<file path="config.mk">
export PLATFORM = sky130hd
export DESIGN_NAME = inet_csum_stream
export DESIGN_NICKNAME = d
export VERILOG_FILES = /design/src/rtl/inet_csum_stream.sv
export SDC_FILE = /design/constraint.sdc
export NUM_CORES = 1
export LEC_CHECK = 0
export CORE_ASPECT_RATIO = 1.5
export CORE_MARGIN = 5
export CORE_UTILIZATION = 60
export DETAILED_ROUTE_END_ITERATION = 10
export PLACE_DENSITY_LB_ADDON = 0.08
export SLEW_MARGIN = 25
export SYNTH_ARGS = -nofsm -noshare
export SYNTH_HDL_FRONTEND = slang
export SYNTH_SLANG_ARGS = --single-unit
</file>
<file path="constraint.sdc">
create_clock -name clk -period 14.7 [get_ports clk]
set_clock_uncertainty 0.2 [all_clocks]
set_input_delay 3.675 -clock clk [delete_from_list [all_inputs] [get_ports clk]]
set_output_delay 3.675 -clock clk [all_outputs]
set_load 0.02 [all_outputs]
</file>
<file path="src/rtl/inet_csum_stream.sv">
// Streaming 16-bit ones-complement (Internet) checksum over LANES x 16-bit words per beat.
// Optional `INET_CSUM_CHECK_EN adds csum_ok (stream carries a correct checksum field).
module inet_csum_stream #(
   parameter int unsigned LANES = 4,
   parameter int unsigned ACC_W = 32
) (
   input  logic                  clk,
   input  logic                  reset_n,
   input  logic [16*LANES-1:0]   in_data,
   input  logic [LANES-1:0]      in_keep,
   input  logic                  in_valid,
   input  logic                  in_last,
   output logic                  in_ready,
   input  logic [15:0]           init_value,
   output logic [15:0]           csum,
   output logic                  csum_valid,
   input  logic                  csum_ready
`ifdef INET_CSUM_CHECK_EN
   ,
   output logic                  csum_ok
`endif
);

   localparam int unsigned LS_W = 16 + $clog2(LANES);
   localparam int unsigned NCH  = (ACC_W + 15) / 16;

   typedef enum logic [2:0] {ACCUM, DRAIN, FOLD1, FOLD2, DONE} state_t;

   state_t            state_q;
   logic              in_ready_q;
   logic              first_q;
   logic              lane_vld_q;
   logic [LS_W-1:0]   lane_sum_q;
   logic [LS_W-1:0]   lane_sum_d;
   logic [15:0]       init_q;
   logic [ACC_W-1:0]  acc_q;
   logic [ACC_W-1:0]  acc_d;
   logic [ACC_W:0]    acc_sum;
   logic [ACC_W-1:0]  fold_x;
   logic [16:0]       s1_q;
   logic [16:0]       s1_d;
   logic [15:0]       s2;
   logic [15:0]       csum_q;
   logic              csum_valid_q;
`ifdef INET_CSUM_CHECK_EN
   logic              csum_ok_q;
`endif
   logic              accept;

   assign accept = in_valid && in_ready_q;

   always_comb begin
      lane_sum_d = '0;
      for (int unsigned k = 0; k < LANES; k++) begin
         if (in_keep[k]) lane_sum_d = lane_sum_d + LS_W'(in_data[16*k +: 16]);
      end
   end

   // Sum cannot exceed 2^(ACC_W+1), so one end-around add of the carry is exact.
   always_comb begin
      acc_sum = {1'b0, acc_q} + (ACC_W+1)'(lane_sum_q) + (ACC_W+1)'(init_q);
      acc_d   = acc_sum[ACC_W-1:0] + ACC_W'(acc_sum[ACC_W]);
   end

   always_comb begin
      fold_x = acc_q;
      for (int unsigned i = 0; i < NCH; i++) begin
         fold_x = ACC_W'(fold_x[15:0]) + (fold_x >> 16);
      end
      s1_d = fold_x[16:0];
   end

   assign s2 = s1_q[15:0] + {15'b0, s1_q[16]};

   always_ff @(posedge clk or negedge reset_n) begin
      if (!reset_n) begin
         state_q      <= ACCUM;
         in_ready_q   <= 1'b0;
         first_q      <= 1'b1;
         lane_vld_q   <= 1'b0;
         lane_sum_q   <= '0;
         init_q       <= '0;
         acc_q        <= '0;
         s1_q         <= '0;
         csum_q       <= '0;
         csum_valid_q <= 1'b0;
`ifdef INET_CSUM_CHECK_EN
         csum_ok_q    <= 1'b0;
`endif
      end else begin
         lane_vld_q <= accept;
         if (accept) begin
            lane_sum_q <= lane_sum_d;
            init_q     <= first_q ? init_value : '0;
            first_q    <= 1'b0;
         end
         if (lane_vld_q) acc_q <= acc_d;

         case (state_q)
            ACCUM: begin
               in_ready_q <= !(accept && in_last);
               if (accept && in_last) state_q <= DRAIN;
            end
            // Hold until the final lane sum has been absorbed into acc.
            DRAIN: begin
               if (!lane_vld_q) state_q <= FOLD1;
            end
            FOLD1: begin
               s1_q    <= s1_d;
               state_q <= FOLD2;
            end
            FOLD2: begin
               csum_q       <= ~s2;
               csum_valid_q <= 1'b1;
`ifdef INET_CSUM_CHECK_EN
               csum_ok_q    <= (s2 == 16'hFFFF);
`endif
               state_q      <= DONE;
            end
            DONE: begin
               if (csum_ready) begin
                  csum_valid_q <= 1'b0;
`ifdef INET_CSUM_CHECK_EN
                  csum_ok_q    <= 1'b0;
`endif
                  acc_q        <= '0;
                  first_q      <= 1'b1;
                  in_ready_q   <= 1'b1;
                  state_q      <= ACCUM;
               end
            end
            default: state_q <= ACCUM;
         endcase
      end
   end

   assign in_ready   = in_ready_q;
   assign csum       = csum_q;
   assign csum_valid = csum_valid_q;
`ifdef INET_CSUM_CHECK_EN
   assign csum_ok    = csum_ok_q;
`endif

endmodule
</file>
### After elaboration in Yosys (flattened, before gate mapping)

Cells that the tools add are included.

* bits in registers: 106
* output and inout bits: 18
* logic and storage cells: 55
* bits of input ports: 89

* add/subtract/negate cells: 9
* equality and inequality tests: 7
* mux-type cells: 19
* bitwise operators: 1
* reduce and logical (&&, ||, !) cells: 9

Operators with widths (number)
* two-way mux 32 bit: 3
* adder 18 x 16 -> 18 bit: 3
* two-way mux 18 bit: 3
* adder 32 x 18 -> 33 bit: 1
* adder 33 x 16 -> 33 bit: 1
* adder 32 x 1 -> 32 bit: 1
* two-way mux 16 bit: 2
* adder 16 x 1 -> 17 bit: 1
* adder 16 x 16 -> 17 bit: 1
* adder 16 x 1 -> 16 bit: 1
* inverter 16 bit: 1
* case mux 3 bit (5 select lines): 1
* two-way mux 3 bit: 3
* == test 3 x 2 -> 1 bit (second input constant): 2
* != test 2 bit (second input constant): 3
* two-way mux 1 bit: 5
* case mux 1 bit (2 select lines): 2
* AND reduction 2 bit: 2
* nonzero test 2 bit: 2
* == test 3 x 1 -> 1 bit (second input constant): 1
* == test 3 bit (second input constant): 1
* logical NOT 3 bit: 1
* AND reduction 3 bit: 1
* logical AND 1 bit: 2
* logical NOT 1 bit: 1

### Depth between registers and ports, before layout

Gate-level depths: netlist (run 1).

* word-level depth: 7
* mapped depth: 31
* depth with buffers taken out: 29

### Worst setup path before layout (run 1)

Ideal clock, no wire load.

* kind: input-to-reg
* start point: input in_keep[0]
* end point: register lane_sum_q[17]
* library setup time: 0.134 ns
* data arrival time: 9.501 ns
* slack: 4.865 ns
* stages: 30
* data required time: 14.366 ns
* path buffers: 2
* cell sequence: clkbuf_1 -> clkbuf_1 -> nand2_1 -> inv_1 -> ha_1 -> a21o_1 -> nand2b_1 -> a22o_1 -> a211oi_1 -> o21bai_1 -> maj3_1 -> xnor2_1 -> nand2_1 -> xor2_1 -> ha_1 -> nor3_1 -> nand4_1 -> a31o_2 -> a21o_1 -> xor2_1 -> mux2_2 -> ha_1 -> inv_1 -> o21ai_0 -> o41a_1 -> a41oi_1 -> a2111oi_0 -> nor3b_1 -> o21ai_0 -> nand4_1

* longest elaborated chain between the ends: 7

Ends and longest elaborated chain
* from (decl): RTL line 10 `input logic [LANES-1:0] in_keep,`
* two-way mux 16 bit *: RTL line 55 `if (in_keep[k]) lane_sum_d = lane_sum_d + LS_W'(in_data[16*k +: 16]);`
* adder 18 x 16 -> 18 bit: RTL line 55
* two-way mux 18 bit *: RTL line 55
* adder 18 x 16 -> 18 bit: RTL line 55
* two-way mux 18 bit *: RTL line 55
* adder 18 x 16 -> 18 bit: RTL line 55
* two-way mux 18 bit *: RTL line 55
* to (signal assigned): RTL line 93 `lane_sum_q <= lane_sum_d;`
* to (decl): RTL line 33 `logic [LS_W-1:0] lane_sum_q;`

Mark *: on every way between the ends. The rest lies on a longest branch, timed or not.
A chain may end at the register's enable or synchronous reset.

### Worst setup path in the final report (run 1)

Same ends and word-level chain as after synthesis.

==> results_dict.tcl, run 1 <==
set metrics [dict create \
    grt_pass1_vias 10100 \
    finish.net_count 1599 \
    crit_start "in_keep[0]" \
    r2r_start "lane_sum_q[8]" \
    cp.required_ns 14.79 \
    min_period_over_period_pct 74.6 \
    cts_buffers 9 \
    maxSlewHeadroom_pct 33.6 \
    die_y_microns 173 \
    ctsResizeCount 0 \
    fin_crit_ns 10.97 \
    yosys_warnings 0 \
    final.setup.worst_slack_ns 3.73 \
    ir_drop_uv 103 \
    crit_arrival_ns 11.07 \
    worstSkewPairLatency_ns 0.35 \
    rsz0062_at_grt "false" \
    routabilityCongestion 0.979 \
    power_density_nw_per_um2 243 \
    critPathSlowestCell "clkdlybuf4s50_1" \
    port_buffers 106 \
    dp_hpwl_microns 22800 \
    drc_errors 0 \
    crit_path_end "lane_sum_q[17]" \
    diodes 0 \
    grt_overflow 0 \
    area_delta_synth_final_pct 13.7 \
    synth_area_sq_um 10700 \
    die_area_sq_um 20600 \
    grt.total_usage_pct 27.0 \
    cts_setup_buffers 0 \
    regToRegEndpoint "acc_q[26]" \
    placeableCoreArea_sq_um 17400 \
    wl_microns 27600 \
    synthFlopType "dfrtp_1" \
    finalSetupTns_ns 0 \
    worst_pin_slew_ns 0.996 \
    crit_path_end_kind "register" \
    final-setup-viol-count 0 \
    row_count 59 \
    cts_sinks 106 \
    drt_iter0_markers 415 \
    synth_enable_flop_cells 0 \
    critical_path_class "in -> reg" \
    hold_path_class "reg -> reg" \
    slowest_delay_ns 0.77 \
    r2r_slack_ns 7.90 \
    place_ws_ns 3.28 \
    cts_root_buffer "clkbuf_16" \
    synth_top_area_share_pct 24.6 \
    first_pass_iters 5 \
    ant_nets 0 \
    syn_nets 1527 \
    synth_seq_cells 106 \
    hold_viol 0 \
    via_per_inst 6.14 \
    drive_gt1_share_pct 4.27 \
    cp-start-kind "input port" \
    max_freq_ghz 0.0911 \
    reg2reg_depth 18 \
    io_pins 107 \
    syn-instance-count 1329 \
    status "completed" \
    die-width_microns 119 \
    clockBufferDepth 2 \
    synth_cell_types 84 \
    ys_seq_area_share_pct 24.8 \
    clkTransAtPathRegs_ns 0.07 \
    htreeDepth 3 \
    max_cap_viol_count 0 \
    grt_pass1_wl_microns 45900 \
    path_max_fanout 23 \
    cts_hold_buf 0 \
    synthArstFlopShare_pct 100 \
    cts_tree "yes" \
    drv_slew 0 \
    syn_area_per_cell_sq_um 8.04 \
    mostFrequentLayoutCells "nand2_1 (193), nor2_1 (108), dfrtp_1 (105), clkdlybuf4s50_1 (105), ha_1 (88)" \
    start_util_pct 61.3 \
    wire_per_inst_microns 17.0 \
    yosysTopAreaCell "dfrtp_1" \
    final_common_cell "nand2_1" \
    vias 9933 \
    p_leak_nw 5.30 \
    grt_max_degree 60 \
    antenna_found_initial 0 \
    yosys-top-cells-area "dfrtp_1 (25%), ha_1 (10%), nand2_1 (6.8%), xnor2_1 (5.7%), o21ai_0 (4.0%)" \
]
-- through the flow --
step                      power [mW]  util, %  hold slack (ns)  instance area (sq um)  instances
after global routing            3.24     69.7            0.296                  12100       1618
after CTS                       2.95     69.7            0.283                  12100       1618
after global placement          2.64     68.0            0.257                  11900       1603
after floorplan                 2.22        -            0.243                  10700       1329
after detailed placement        2.69     68.0            0.269                  11900       1603
final                           2.95     69.7            0.274                  12100       1618
-- worst max-delay path: cells and delay by family --
family	cells	cell delay, ns
AO/OA/AOI/OAI	10	3.13
adder cells (fa/ha/maj)	5	1.86
AND/OR/NAND/NOR	8	1.04
buffers and inverters	1	0.77
multiplexers	2	0.41
XOR/XNOR	1	0.16
-- cells by family after synthesis --
logic type	Yosys count	synth area share (%)
and+or+nand+nor	576	26.5
AOI/OAI and AO/OA	313	19.4
adders and majority gates	111	14.4
xor gates and xnor gates	110	9.02
DFF	106	24.8
buffers and inverters	85	3.03
muxes	28	2.75
-- area by class of cell --
cell class | instances | area (sq um)
tap | 213 | 267
fill | 1481 | 5270
clock inverter | 5 | 53.8
inverter | 36 | 135
timing repair buffer | 110 | 1090
clock buffer | 10 | 239
sequential | 106 | 2650
multi-input combinational | 1138 | 7710
-- synth_stat cells (11+ instances only) --
cell,n
a211oi_1,22
mux2_2,11
clkbuf_1,40
o21ai_0,85
nand2_1,193
nor3_1,38
nand3_1,71
nor2_1,108
nor2b_1,12
nand4_1,20
o211ai_1,15
dfrtp_1,105
mux2i_1,17
a21o_1,24
nand2b_1,19
xnor2_1,70
o21bai_1,12
and2_1,22
nor4_1,11
inv_1,34
and3_1,24
xor2_1,40
fa_1,21
a21oi_1,66
ha_1,88
-- state kept, by name, indices dropped and copies added (netlist names) --
signal / flops
csum_valid: 1
lane_vld_q: 1
first_q: 1
acc_q: 32
init_q: 16
state_q: 3
in_ready: 1
csum: 16
s1_q: 17
lane_sum_q: 18
-- worst min path at each step --
stage	slack, ns	start	cells after the start	to
2_1_floorplan	0.24	s1_q[16]	2	s1_q[16]
3_3_place_gp	0.26	s1_q[16]	2	s1_q[16]
3_5_place_dp	0.27	csum[6]	2	csum[6]
4_1_cts	0.28	csum[10]	2	csum[10]
5_1_grt	0.30	csum[10]	2	csum[10]
6_report	0.27	csum[10]	2	csum[10]
-- layer usage --
layer	share of wire, %	vias up	GRT usage [%]
li1	-	4955	-
met1	35	4639	25.1
met2	55	237	53.2
met3	3.6	102	3.62
met4	6.8	0	17.9
met5	0	-	0
-- power breakdown --
group / total, mW / leakage (nW) / internal [mW] / switching, mW
Combinational: 2.13 / 3.84 / 0.902 / 1.23
Clock: 0.246 / 0.148 / 0.136 / 0.110
Sequential: 0.573 / 1.31 / 0.420 / 0.152
Total: 2.95 / 5.30 / 1.46 / 1.49
Power figures use the tool's default switching activity.
==> run 2, diff against run 1 <==
Settings changed: CORE_UTILIZATION 60 to 54.
Clock period 14.7 ns to 8.79 ns, I/O delays scaled along.
==> run 2 against run 1 <==
Register-to-register slack lost 5.9 ns. Cell area grew 1.8%. Sequential power grew 67%. Via count shrank 0.38%. Highest routed layer unchanged.
==> results_dict.tcl, run 2 (synthesized netlist as in run 1, its figures left out) <==
set metrics [dict create \
    vias 9895 \
    cts_tree "yes" \
    placeableCoreArea_sq_um 19600 \
    max_freq_ghz 0.121 \
    path_max_fanout 6 \
    hold_slack_ns 0.277 \
    cp.required_ns 8.82 \
    grt_pass1_vias 10100 \
    total_power_mw 4.98 \
    row_count 63 \
    final.setup.worst_slack_ns 0.514 \
    cp_common_cell "ha_1" \
    grt_overflow 0 \
    clockBufferDepth 2 \
    largest_reg_flops 32 \
    crit_start "in_keep[0]" \
    port_buffers 106 \
    crit_path_end_kind "register" \
    finish.net_count 1612 \
    die_area_sq_um 22800 \
    io_pins 107 \
    ant_nets 0 \
    fin_crit_ns 8.28 \
    drt_iter0_markers 435 \
    max_cap_viol_count 0 \
    critical_path_class "in -> reg" \
    cp-start-kind "input port" \
    whs_path_depth 2 \
    cts_root_buffer "clkbuf_16" \
    mostFrequentLayoutCells "nand2_1 (193), nor2_1 (108), dfrtp_1 (105), clkdlybuf4s50_1 (105), ha_1 (88)" \
    worst_pin_slew_ns 0.886 \
    routabilityCongestion 0.930 \
    hold_path_class "reg -> reg" \
    start_util_pct 54.4 \
    htreeDepth 3 \
    p_leak_nw 5.37 \
    ir_drop_uv 168 \
    drive_gt1_share_pct 5.57 \
    reg2reg_depth 18 \
    die_y_microns 182 \
    maxSlewHeadroom_pct 40.2 \
    wire_per_inst_microns 16.4 \
    regMostFlops "acc_q" \
    rsz0062_at_grt "false" \
    drv_slew 0 \
    worstSkewPairLatency_ns 0.36 \
    place_ws_ns -0.235 \
    area_delta_synth_final_pct 15.7 \
    drc_errors 0 \
    r2r_start "acc_q[12]" \
    crit_arrival_ns 8.31 \
    grt.total_usage_pct 24.4 \
    hold_viol 0 \
    power_density_nw_per_um2 403 \
    critPathSlowestCell "clkdlybuf4s50_1" \
    via_per_inst 5.89 \
    die-width_microns 125 \
    status "completed" \
    first_pass_iters 5 \
    final-setup-viol-count 0 \
    antenna_found_initial 0 \
    regToRegEndpoint "acc_q[31]" \
    slowest_delay_ns 0.49 \
    crit_path_end "lane_sum_q[17]" \
    wl_microns 27600 \
    cts_buffers 9 \
    cts_sinks 106 \
    r2r_slack_ns 2.01 \
    grt_pass1_wl_microns 46100 \
    clkTransAtPathRegs_ns 0.07 \
    dp_hpwl_microns 22800 \
    diodes 0 \
    reg_top3 "acc_q (32), lane_sum_q (18), s1_q (17)" \
    final_common_cell "nand2_1" \
    grt_max_degree 56 \
    min_period_over_period_pct 94.2 \
]
==> run 2: area by class of cell <==
| cell class | instances | area [sq um] |
|---|---|---|
| fill | 1766 | 7260 |
| timing repair buffer | 123 | 1190 |
| sequential | 106 | 2650 |
| clock inverter | 7 | 101 |
| clock buffer | 9 | 225 |
| inverter | 36 | 135 |
| tap | 260 | 325 |
| multi-input combinational | 1138 | 7740 |
==> run 2: what timing repair did <==
item	in CTS	in global routing
gates resized for setup	0	6
buffers inserted	0	1
hold endpoints to repair	0	0
endpoints found under the setup margin	0	4
hold buffers	0	0
==> run 2: worst max-delay path, delay by kind of cell <==
family	cells	cell delay (ns)
xor gates and xnor gates	3	0.43
buffers and inverters	4	0.82
and+or+nand+nor	7	0.78
AOI/OAI and AO/OA	11	2.59
adders and majority gates	4	1.17
muxes	1	0.29
==> run 2: through the flow <==
step	area (sq um)	utilization, %	std cells	setup TNS, ns
6_report	12400	63.0	1679	0
5_1_grt	12400	63.0	1679	0
4_1_cts	12300	62.7	1676	0
3_5_place_dp	12000	61.1	1660	-0.333
3_3_place_gp	12000	61.1	1660	-0.0441
2_1_floorplan	10700	-	1329	0
==> run 2: report_power, final <==
group	switching (mW)	internal, mW	total, mW
Sequential	0.256	0.702	0.959
Clock	0.196	0.253	0.449
Combinational	2.05	1.52	3.57
==> run 2: layer usage <==
metal,share of wire (%),track usage (%),up-vias
met5,0,0,-
met4,6.1,14.7,0
met3,3.3,3.10,85
met2,56,49.7,233
met1,35,22.6,4593
li1,-,-,4984
==> run 2: worst min path at each step <==
stage / start / end / slack, ns
CTS: csum_valid / csum_valid / 0.28
global route: csum_valid / csum_valid / 0.31
finish: csum[14] / csum[14] / 0.28
floorplan: s1_q[16] / s1_q[16] / 0.24
global placement: s1_q[16] / s1_q[16] / 0.26
detailed placement: csum_valid / csum_valid / 0.27
